<file path="src/rtl/i2c_pkg.sv">
// Shared types and constants for the I2C register-file target.
// FSM encoding, R/W bit meaning and the default ADV7511 bus address.
package i2c_pkg;

    typedef enum logic [3:0] {
        IDLE,
        ADDR,
        ADDR_ACK,
        REG,
        REG_ACK,
        WDATA,
        WDATA_ACK,
        RDATA,
        MACK
    } tgt_state_t;

    localparam logic       I2C_RW_WRITE      = 1'b0;
    localparam logic       I2C_RW_READ       = 1'b1;
    localparam logic [6:0] ADV7511_MAIN_ADDR = 7'h39;

endpackage

</file>
<file path="src/rtl/i2c_line_filter.sv">
// Two-flop synchronizer plus stability-counter glitch filter for one I2C line.
// The filtered level changes only after FILTER_LEN consecutive stable samples; rise/fall pulse with it.
module i2c_line_filter #(
    parameter int unsigned FILTER_LEN = 4
) (
    input  logic clk,
    input  logic rst_n,
    input  logic pin_i,
    output logic level_o,
    output logic rise_o,
    output logic fall_o
);

    logic       sync1_q;
    logic       sync2_q;
    logic       level_q, level_d;
    logic       rise_q, rise_d;
    logic       fall_q, fall_d;
    logic [3:0] cnt_q, cnt_d;

    // NOTE: combinational blocks assign every output a default first so no latch is inferred.
    always_comb begin
        level_d = level_q;
        cnt_d   = '0;
        rise_d  = 1'b0;
        fall_d  = 1'b0;
        if (sync2_q != level_q) begin
            if (cnt_q == 4'(FILTER_LEN - 1)) begin
                level_d = sync2_q;
                rise_d  = sync2_q;
                fall_d  = ~sync2_q;
            end else begin
                cnt_d = cnt_q + 4'd1;
            end
        end
    end

    // NOTE: sequential state uses non-blocking assignments; idle bus lines reset to 1.
    always_ff @(posedge clk or negedge rst_n) begin
        if (!rst_n) begin
            sync1_q <= 1'b1;
            sync2_q <= 1'b1;
            level_q <= 1'b1;
            rise_q  <= 1'b0;
            fall_q  <= 1'b0;
            cnt_q   <= '0;
        end else begin
            sync1_q <= pin_i;
            sync2_q <= sync1_q;
            level_q <= level_d;
            rise_q  <= rise_d;
            fall_q  <= fall_d;
            cnt_q   <= cnt_d;
        end
    end

    assign level_o = level_q;
    assign rise_o  = rise_q;
    assign fall_o  = fall_q;

endmodule

</file>
<file path="src/rtl/i2c_target.sv">
// I2C target mapping pointer-based write and read transactions onto a register-file port.
// SDA is only ever pulled low for ACK bits and read data; no clock stretching.
module i2c_target
    import i2c_pkg::*;
#(
    parameter logic [6:0]  SLAVE_ADDR = ADV7511_MAIN_ADDR,
    parameter int unsigned FILTER_LEN = 4
) (
    input  logic       clk,
    input  logic       rst_n,
    input  logic       scl_i,
    input  logic       sda_i,
    output logic       sda_o,
    output logic       sda_oen,
    output logic [7:0] reg_addr,
    output logic [7:0] reg_wdata,
    output logic       reg_we,
    output logic       reg_re,
    input  logic [7:0] reg_rdata,
    output logic       addressed,
    output logic       nak_seen
);

    logic scl_lvl, scl_rise, scl_fall;
    logic sda_lvl, sda_rise, sda_fall;
    logic start_det, stop_det;

    i2c_line_filter #(.FILTER_LEN(FILTER_LEN)) u_scl_filter (
        .clk     (clk),
        .rst_n   (rst_n),
        .pin_i   (scl_i),
        .level_o (scl_lvl),
        .rise_o  (scl_rise),
        .fall_o  (scl_fall)
    );

    i2c_line_filter #(.FILTER_LEN(FILTER_LEN)) u_sda_filter (
        .clk     (clk),
        .rst_n   (rst_n),
        .pin_i   (sda_i),
        .level_o (sda_lvl),
        .rise_o  (sda_rise),
        .fall_o  (sda_fall)
    );

    assign start_det = sda_fall & scl_lvl;
    assign stop_det  = sda_rise & scl_lvl;

    tgt_state_t state_q, state_d;
    logic [2:0] bit_cnt_q, bit_cnt_d;
    logic [6:0] shift_q, shift_d;
    logic       rw_q, rw_d;
    logic       phase_q, phase_d;
    logic       sda_oen_q, sda_oen_d;
    logic       addressed_q, addressed_d;
    logic [7:0] reg_addr_q, reg_addr_d;
    logic [7:0] reg_wdata_q, reg_wdata_d;
    logic       reg_we_q, reg_we_d;
    logic       reg_re_q, reg_re_d;
    logic       nak_seen_q, nak_seen_d;
    logic [7:0] rdata_sr_q, rdata_sr_d;
    logic [7:0] rx_byte;

    assign rx_byte = {shift_q, sda_lvl};

    always_comb begin
        state_d     = state_q;
        bit_cnt_d   = bit_cnt_q;
        shift_d     = shift_q;
        rw_d        = rw_q;
        phase_d     = phase_q;
        sda_oen_d   = sda_oen_q;
        addressed_d = addressed_q;
        reg_addr_d  = reg_addr_q;
        reg_wdata_d = reg_wdata_q;
        reg_we_d    = 1'b0;
        reg_re_d    = 1'b0;
        nak_seen_d  = 1'b0;
        rdata_sr_d  = rdata_sr_q;

        // Register file answers one clk after the read strobe.
        if (reg_re_q) begin
            rdata_sr_d = reg_rdata;
        end

        if (start_det || stop_det) begin
            state_d     = start_det ? ADDR : IDLE;
            bit_cnt_d   = 3'd7;
            phase_d     = 1'b0;
            sda_oen_d   = 1'b1;
            addressed_d = 1'b0;
        end else begin
            unique case (state_q)
                IDLE: ;

                ADDR, REG, WDATA: begin
                    if (scl_rise) begin
                        shift_d = rx_byte[6:0];
                        phase_d = 1'b0;
                        if (bit_cnt_q != 3'd0) begin
                            bit_cnt_d = bit_cnt_q - 3'd1;
                        end else if (state_q == ADDR) begin
                            // A foreign address drops straight back to IDLE without touching SDA.
                            if (rx_byte[7:1] == SLAVE_ADDR) begin
                                rw_d    = rx_byte[0];
                                state_d = ADDR_ACK;
                            end else begin
                                state_d = IDLE;
                            end
                        end else if (state_q == REG) begin
                            reg_addr_d = rx_byte;
                            state_d    = REG_ACK;
                        end else begin
                            reg_wdata_d = rx_byte;
                            reg_we_d    = 1'b1;
                            state_d     = WDATA_ACK;
                        end
                    end
                end

                ADDR_ACK: begin
                    if (scl_fall) begin
                        if (!phase_q) begin
                            sda_oen_d   = 1'b0;
                            addressed_d = 1'b1;
                            phase_d     = 1'b1;
                            reg_re_d    = (rw_q == I2C_RW_READ);
                        end else if (rw_q == I2C_RW_WRITE) begin
                            sda_oen_d = 1'b1;
                            phase_d   = 1'b0;
                            bit_cnt_d = 3'd7;
                            state_d   = REG;
                        end else begin
                            // First read bit goes out on the same fall that ends the ACK.
                            sda_oen_d  = rdata_sr_q[7];
                            rdata_sr_d = {rdata_sr_q[6:0], 1'b0};
                            phase_d    = 1'b0;
                            bit_cnt_d  = 3'd6;
                            state_d    = RDATA;
                        end
                    end
                end

                REG_ACK, WDATA_ACK: begin
                    if (scl_fall) begin
                        if (!phase_q) begin
                            sda_oen_d = 1'b0;
                            phase_d   = 1'b1;
                        end else begin
                            sda_oen_d = 1'b1;
                            phase_d   = 1'b0;
                            bit_cnt_d = 3'd7;
                            state_d   = WDATA;
                            if (state_q == WDATA_ACK) begin
                                reg_addr_d = reg_addr_q + 8'd1;
                            end
                        end
                    end
                end

                RDATA: begin
                    if (scl_fall) begin
                        sda_oen_d  = rdata_sr_q[7];
                        rdata_sr_d = {rdata_sr_q[6:0], 1'b0};
                        if (bit_cnt_q == 3'd0) begin
                            phase_d = 1'b0;
                            state_d = MACK;
                        end else begin
                            bit_cnt_d = bit_cnt_q - 3'd1;
                        end
                    end
                end

                MACK: begin
                    // phase_q marks that SDA has been released for the master's ACK bit.
                    if (scl_fall && !phase_q) begin
                        sda_oen_d = 1'b1;
                        phase_d   = 1'b1;
                    end else if (scl_rise && phase_q) begin
                        phase_d = 1'b0;
                        if (!sda_lvl) begin
                            reg_addr_d = reg_addr_q + 8'd1;
                            reg_re_d   = 1'b1;
                            bit_cnt_d  = 3'd7;
                            state_d    = RDATA;
                        end else begin
                            nak_seen_d = 1'b1;
                            state_d    = IDLE;
                        end
                    end
                end

                default: state_d = IDLE;
            endcase
        end
    end

    always_ff @(posedge clk or negedge rst_n) begin
        if (!rst_n) begin
            state_q     <= IDLE;
            bit_cnt_q   <= 3'd7;
            shift_q     <= '0;
            rw_q        <= I2C_RW_WRITE;
            phase_q     <= 1'b0;
            sda_oen_q   <= 1'b1;
            addressed_q <= 1'b0;
            reg_addr_q  <= '0;
            reg_wdata_q <= '0;
            reg_we_q    <= 1'b0;
            reg_re_q    <= 1'b0;
            nak_seen_q  <= 1'b0;
            rdata_sr_q  <= '0;
        end else begin
            state_q     <= state_d;
            bit_cnt_q   <= bit_cnt_d;
            shift_q     <= shift_d;
            rw_q        <= rw_d;
            phase_q     <= phase_d;
            sda_oen_q   <= sda_oen_d;
            addressed_q <= addressed_d;
            reg_addr_q  <= reg_addr_d;
            reg_wdata_q <= reg_wdata_d;
            reg_we_q    <= reg_we_d;
            reg_re_q    <= reg_re_d;
            nak_seen_q  <= nak_seen_d;
            rdata_sr_q  <= rdata_sr_d;
        end
    end

    assign sda_o     = 1'b0;
    assign sda_oen   = sda_oen_q;
    assign reg_addr  = reg_addr_q;
    assign reg_wdata = reg_wdata_q;
    assign reg_we    = reg_we_q;
    assign reg_re    = reg_re_q;
    assign addressed = addressed_q;
    assign nak_seen  = nak_seen_q;

endmodule

</file>
<file path="config.mk">
export PLATFORM = sky130hd
export DESIGN_NAME = i2c_target
export DESIGN_NICKNAME = d
export VERILOG_FILES = /design/src/rtl/i2c_pkg.sv /design/src/rtl/i2c_line_filter.sv /design/src/rtl/i2c_target.sv
export SDC_FILE = /design/constraint.sdc
export NUM_CORES = 1
export LEC_CHECK = 0
export BUFFER_PORTS_ARGS = -buffer_cell sky130_fd_sc_hd__buf_2
export CAP_MARGIN = 20
export CELL_PAD_IN_SITES_DETAIL_PLACEMENT = 1
export CELL_PAD_IN_SITES_GLOBAL_PLACEMENT = 2
export CORE_ASPECT_RATIO = 0.9
export CORE_MARGIN = 5
export CORE_UTILIZATION = 42
export CTS_CLUSTER_DIAMETER = 40
export DETAILED_ROUTE_END_ITERATION = 8
export GPL_TIMING_DRIVEN = 0
export PLACE_DENSITY = 0.85
export SYNTH_ARGS = -nofsm -noshare
export SYNTH_HDL_FRONTEND = slang
export SYNTH_HIERARCHICAL = 1
export SYNTH_SLANG_ARGS = --single-unit
</file>
<file path="constraint.sdc">
create_clock -name clk -period 6.2 [get_ports clk]
set_input_delay 0.62 -clock clk [delete_from_list [all_inputs] [get_ports clk]]
set_output_delay 0.62 -clock clk [all_outputs]
set_load 0.02 [all_outputs]
</file>
After elaboration in Yosys (flattened, before gate mapping) --
Index checks and enable logic that the tools add are counted.
Operators by class: $add $sub $neg 4, equality and inequality tests 41, muxes and demuxes 102, bitwise operators 8, reduce and logical (&&, ||, !) cells 27
Operators with widths (count):
- 8-bit 2-to-1 mux | 16
- 4-bit 2-to-1 mux | 16
- 1-bit 2-to-1 mux | 47
- 3-bit 2-to-1 mux | 14
- 3-bit != test (second input constant) | 10
- 4-bit one-hot mux with 6 select lines | 1
- 8-bit one-hot mux with 3 select lines | 1
- 12-bit AND reduction | 2
- 2-bit != test (second input constant) | 9
- 6-bit AND reduction | 3
- 4-bit by 2-bit == test with 1-bit output (second input constant) | 4
- 4-bit by 3-bit == test with 1-bit output (second input constant) | 4
- 8-bit one-hot mux with 2 select lines | 1
- 3-bit one-hot mux with 5 select lines | 1
- 3-bit by 2-bit != test with 1-bit output (second input constant) | 4
- 11-bit AND reduction | 1
- 5-bit nonzero test | 2
- 4-bit by 1-bit adder with 4-bit output (second input constant) | 2
- 8-bit by 1-bit adder with 8-bit output (second input constant) | 1
- 1-bit one-hot mux with 4 select lines | 2
- 7-bit by 6-bit == test with 1-bit output (second input constant) | 1
- 2-bit by 1-bit != test with 1-bit output (second input constant) | 3
- 1-bit inverter | 6
- 3-bit AND reduction | 2
- other kinds (21) | 29
Word-level totals: flip-flop bits (word level) 63, bits of input ports 12, output and inout bits 22, logic and storage cells 207

Logic depth before layout (Yosys ltp) --
depth after elaboration 7, mapped depth 9, mapped depth without buffers 7

Cells and area by module --
The synthesis kept the hierarchy.
By module, submodules not included:
- i2c_target | times used 1, cells an instance 255, area each 2585.0 sq um, sequential area each 1131.1 sq um
- i2c_line_filter | times used 2, cells an instance 25, area each 367.9 sq um, sequential area each 229.0 sq um

Worst setup path before layout --
OpenSTA, ideal clock, no wires.
path type register to register, from reg bit_cnt_q[0], to reg reg_addr_q[1], in the netlist reg_addr[1], setup time 0.125 ns, arrival time 2.003 ns, data required time 6.075 ns, setup slack 4.071 ns, stages on the path, launching flop included 10, buffers on the path 2, period minus slack after synthesis 2.129 ns, cells stage by stage dfstp_2 > inv_1 > ha_1 > nor2b_1 > clkbuf_1 > a31o_2 > a21oi_2 > nor2b_2 > buf_4 > mux2_4
Between the ends: cells in the longest elaborated chain, start to end 3
Ends and longest elaborated chain:
- from (decl) | RTL line i2c_target.sv:50 | logic [2:0] bit_cnt_q, bit_cnt_d;
- from (signal assigned) | RTL line i2c_target.sv:215 | bit_cnt_q <= bit_cnt_d;
- 3-bit nonzero test | RTL line i2c_target.sv:100 | if (bit_cnt_q != 3'd0) begin
- 2-bit != test (no source line)
- 12-bit AND reduction (no source line)
- to (signal assigned) | RTL line i2c_target.sv:221 | reg_addr_q <= reg_addr_d;
- to (decl) | RTL line i2c_target.sv:56 | logic [7:0] reg_addr_q, reg_addr_d;
Every way passes these cells. A chain may end at the register's enable or synchronous reset.

Worst setup path in the final report --
Same ends and word-level chain as after synthesis.

==> results.rst <==
.. list-table::
   :header-rows: 1

   * - Metric
     - Value
   * - Mean instance size in the synthesized netlist
     - 10.9 sq um
   * - Core Footprint
     - 7620 sq um
   * - Part of the power in the clock network
     - 30.5%
   * - Number of synthesized register bits
     - 63
   * - Post-route cell area
     - 3800 sq um
   * - Worst-case vdd ir drop
     - 199 uV
   * - Proportion of register bits with asynchronous set or reset after synthesis
     - 100%
   * - Cell type with the largest total area after synthesis
     - sky130_fd_sc_hd__dfrtp_1
   * - Number of port buffers
     - 32
   * - Final Total Pwr
     - 1190 uW
   * - Max-cap violations
     - 0
   * - Reg-to-Reg Start
     - bit_cnt_q[0]
   * - Post-route fraction of the period consumed by the critical path
     - 40.1%
   * - Via count
     - 2569
   * - Filler Cells Inserted
     - 852
   * - HP Class
     - primary input to asynchronous set/reset pin
   * - Clock network latency to the later pin of the worst-skew pair
     - 350 ps
   * - Yosys top cell area share
     - 39.9%
   * - Critical path class
     - register to register
   * - Capturing element type of the critical path
     - register
   * - Final hold slack
     - 337 ps
   * - Fraction of power spent switching nets
     - 33.7%
   * - Post-synth EDFFs
     - 0
   * - Clock buffer count from CTS
     - 9
   * - Slew at the pin closest to its max-slew limit
     - 816 ps
   * - Signed area change from the synthesized netlist to the final layout
     - 14.5%
   * - Detailed router's first-iteration violation count
     - 106
   * - TritonCTS sink count
     - 63
   * - Clock tree from TritonCTS
     - yes
   * - Post-route clock skew
     - 11.6 ps
   * - Post-CTS Setup Bufs
     - 0
   * - Clock transition time at the flip-flop clock pins of the worst setup and hold paths
     - 80 ps
   * - Shortest period the worst path allows
     - 2490 ps
   * - Synthesized cell area
     - 3320 sq um
   * - Combinational cell fraction of total power
     - 23.0%
   * - Critical path peak fanout
     - 8
   * - PostCTS Resize Cnt
     - 0
   * - Antenna Nets Post-Route
     - 0
   * - Detailed-router iteration count before antenna repair
     - 4
   * - Data required time at the worst endpoint
     - 6430 ps
   * - DP Area
     - 3600 sq um
   * - Rel. slew slack
     - 45.3%
   * - Setup slack of the worst register-to-register path
     - 3710 ps
   * - Sequential share of power
     - 46.5%
   * - Netlist cell types
     - 63
   * - Root buffer selected by CTS
     - sky130_fd_sc_hd__clkbuf_8
   * - Crit path arrival time
     - 2710 ps
   * - Status
     - finished, final reports clean
   * - Deepest clock path buffer count
     - 2
   * - Ranking of synthesized cells by area
     - sky130_fd_sc_hd__dfrtp_1, sky130_fd_sc_hd__mux2_2, sky130_fd_sc_hd__dfstp_2
   * - Maximum number of pins on one net before global-route repair
     - 64
   * - Placement row count
     - 30
   * - Number of remaining DRC errors
     - 0
   * - DPL Wire Length
     - 5740 microns
   * - Per-cell routed wire length
     - 17.8 microns
   * - Leakage power
     - 0.00175 uW
   * - Power per cell area
     - 313 nW/um^2
   * - Post-Syn Nets
     - 322
   * - Sum of negative setup slack
     - 0 ps
   * - Final slew viol count
     - 0
   * - Fraction of final layout cells sized beyond drive strength 1
     - 35.7%
   * - Antenna diode instance count
     - 0
   * - Final global-route overflow total
     - 0
   * - Antenna violations before repair
     - 0
   * - Crit. Startpoint
     - bit_cnt_q[0]
   * - Setup Viol. Count Final
     - 0
   * - Unrepaired setup endpoints after global routing
     - no
   * - Number of global-route vias before repair
     - 2683
   * - Wire length of the first global-routing pass
     - 13800 microns
   * - Top achievable clock speed
     - 0.402 GHz
   * - Yosys warnings
     - 6
   * - Drt via density
     - 5.72
   * - Critical R2R Capture
     - reg_addr[1]
   * - Cts hold-fix bufs
     - 0
   * - Top cells by instance count after synthesis
     - sky130_fd_sc_hd__dfrtp_1, sky130_fd_sc_hd__mux2_2, sky130_fd_sc_hd__nor2_1
   * - Most used flip-flop cell after synthesis
     - sky130_fd_sc_hd__dfrtp_1
   * - Total GRT Usage
     - 17.3%
   * - Type of element launching the critical path
     - register
   * - Net count, final
     - 365
   * - Die area
     - 9790 sq um
   * - Power dissipated by switching net loads
     - 401 uW
   * - Most numerous cell in the Yosys netlist
     - sky130_fd_sc_hd__dfrtp_1
   * - Post-synthesis instance total
     - 305
   * - Endpoints failing hold
     - 0
   * - Width of the chip
     - 104 microns
   * - Initial core utilization
     - 43.6%
   * - Sequential-to-total area share from yosys stat
     - 47.9%
   * - Last weighted congestion value of the routability-driven placer
     - 0.828
   * - Internal
     - 789 uW
   * - Worst r2r path cells
     - 9
   * - Vertical die dimension
     - 94.4 microns
   * - Post-Route WL
     - 8010 microns
   * - Number of ports placed on the die boundary
     - 34
   * - Maximum level of the CTS H-tree
     - 3
[kinds of logic (layout without fill, tap and decap cells)]
kind of cell             count (synthesis)  after routing  synth area share [%]
buffers and inverters                   22             70                  3.35
AO/OA/AOI/OAI                           74             74                  15.2
flip-flops                              63             63                  47.9
XOR/XNOR                                 2              2                 0.528
multiplexers                            34             34                  11.6
other                                    1              1                 0.113
adder cells (fa/ha/maj)                  5              5                  1.88
AND/OR/NAND/NOR                        104            104                  19.5
[registers in the layout, summed over array words and instances (netlist names), 3 cells and up]
name	count
u_sda_filter/cnt_q	4
u_scl_filter/cnt_q	4
bit_cnt_q	3
shift_q	7
rdata_sr_q	8
state_q	4
reg_addr	8
reg_wdata	8
[how the worst max path moves through the flow]
| stage | to | depth (start not counted) | slack [ps] |
|---|---|---|---|
| 2_1_floorplan | reg_addr[1] | 9 | 4070 |
| 3_3_place_gp | reg_addr[1] | 9 | 3780 |
| 3_5_place_dp | reg_addr[1] | 9 | 3720 |
| 4_1_cts | reg_addr[1] | 9 | 3710 |
| 5_1_grt | reg_addr[1] | 9 | 3600 |
| 6_report | reg_addr[1] | 9 | 3710 |
[power by group through the flow]
stage | Clock [uW] | Combinational, uW | Sequential (uW)
final | 363 | 273 | 554
after global routing | 394 | 306 | 567
after CTS | 376 | 279 | 555
after detailed placement | 0 | 278 | 562
after global placement | 0 | 266 | 558
after floorplan | 0 | 161 | 577
[per-layer routing]
layer | routed length [microns] | global-route usage, % | vias up
li1 | - | - | 1199
met1 | 3700 | 23.1 | 1297
met2 | 3770 | 27.6 | 64
met3 | 448 | 5.13 | 9
met4 | 91 | 4.96 | 0
met5 | 0 | 0 | -
[area by class of cell]
class	count	area, sq um	share of cell area, %
plain buffers	15	85.1	2.24
clock buffers	10	128	3.36
clock inverters	6	71.3	1.88
inverters	7	26.3	0.691
multi-input cells	220	1620	42.6
flip-flops and latches	63	1590	41.8
well taps	96	120	3.16
repair buffers	32	163	4.28
[cells in the final DEF (no fill, tap or decap), types with 7 or more instances in the layout]
cell type                  count
sky130_fd_sc_hd__a21oi_1      15
sky130_fd_sc_hd__buf_2        39
sky130_fd_sc_hd__clkbuf_8      9
sky130_fd_sc_hd__dfrtp_1      53
sky130_fd_sc_hd__dfstp_2      10
sky130_fd_sc_hd__inv_1         7
sky130_fd_sc_hd__mux2_2       29
sky130_fd_sc_hd__nand2_1      16
sky130_fd_sc_hd__nand3_1      12
sky130_fd_sc_hd__nor2_1       21
sky130_fd_sc_hd__o21ai_0      18
[critical path: stages (launching register included)]
cell	delay (ps)
sky130_fd_sc_hd__dfstp_2	550
sky130_fd_sc_hd__inv_1	60
sky130_fd_sc_hd__ha_1	180
sky130_fd_sc_hd__nor2b_1	120
sky130_fd_sc_hd__clkbuf_1	200
sky130_fd_sc_hd__a31o_2	310
sky130_fd_sc_hd__a21oi_2	390
sky130_fd_sc_hd__nor2b_2	70
sky130_fd_sc_hd__buf_4	190
sky130_fd_sc_hd__mux2_4	300
[metrics by stage]
stage,setup slack (ps),util [%],instances
finish,3710,49.9,449
global route,3600,49.9,449
CTS,3710,49.9,449
detailed placement,3720,47.3,433
global placement,3780,47.3,433
floorplan,4070,-,305
Power figures use the tool's default switching activity.
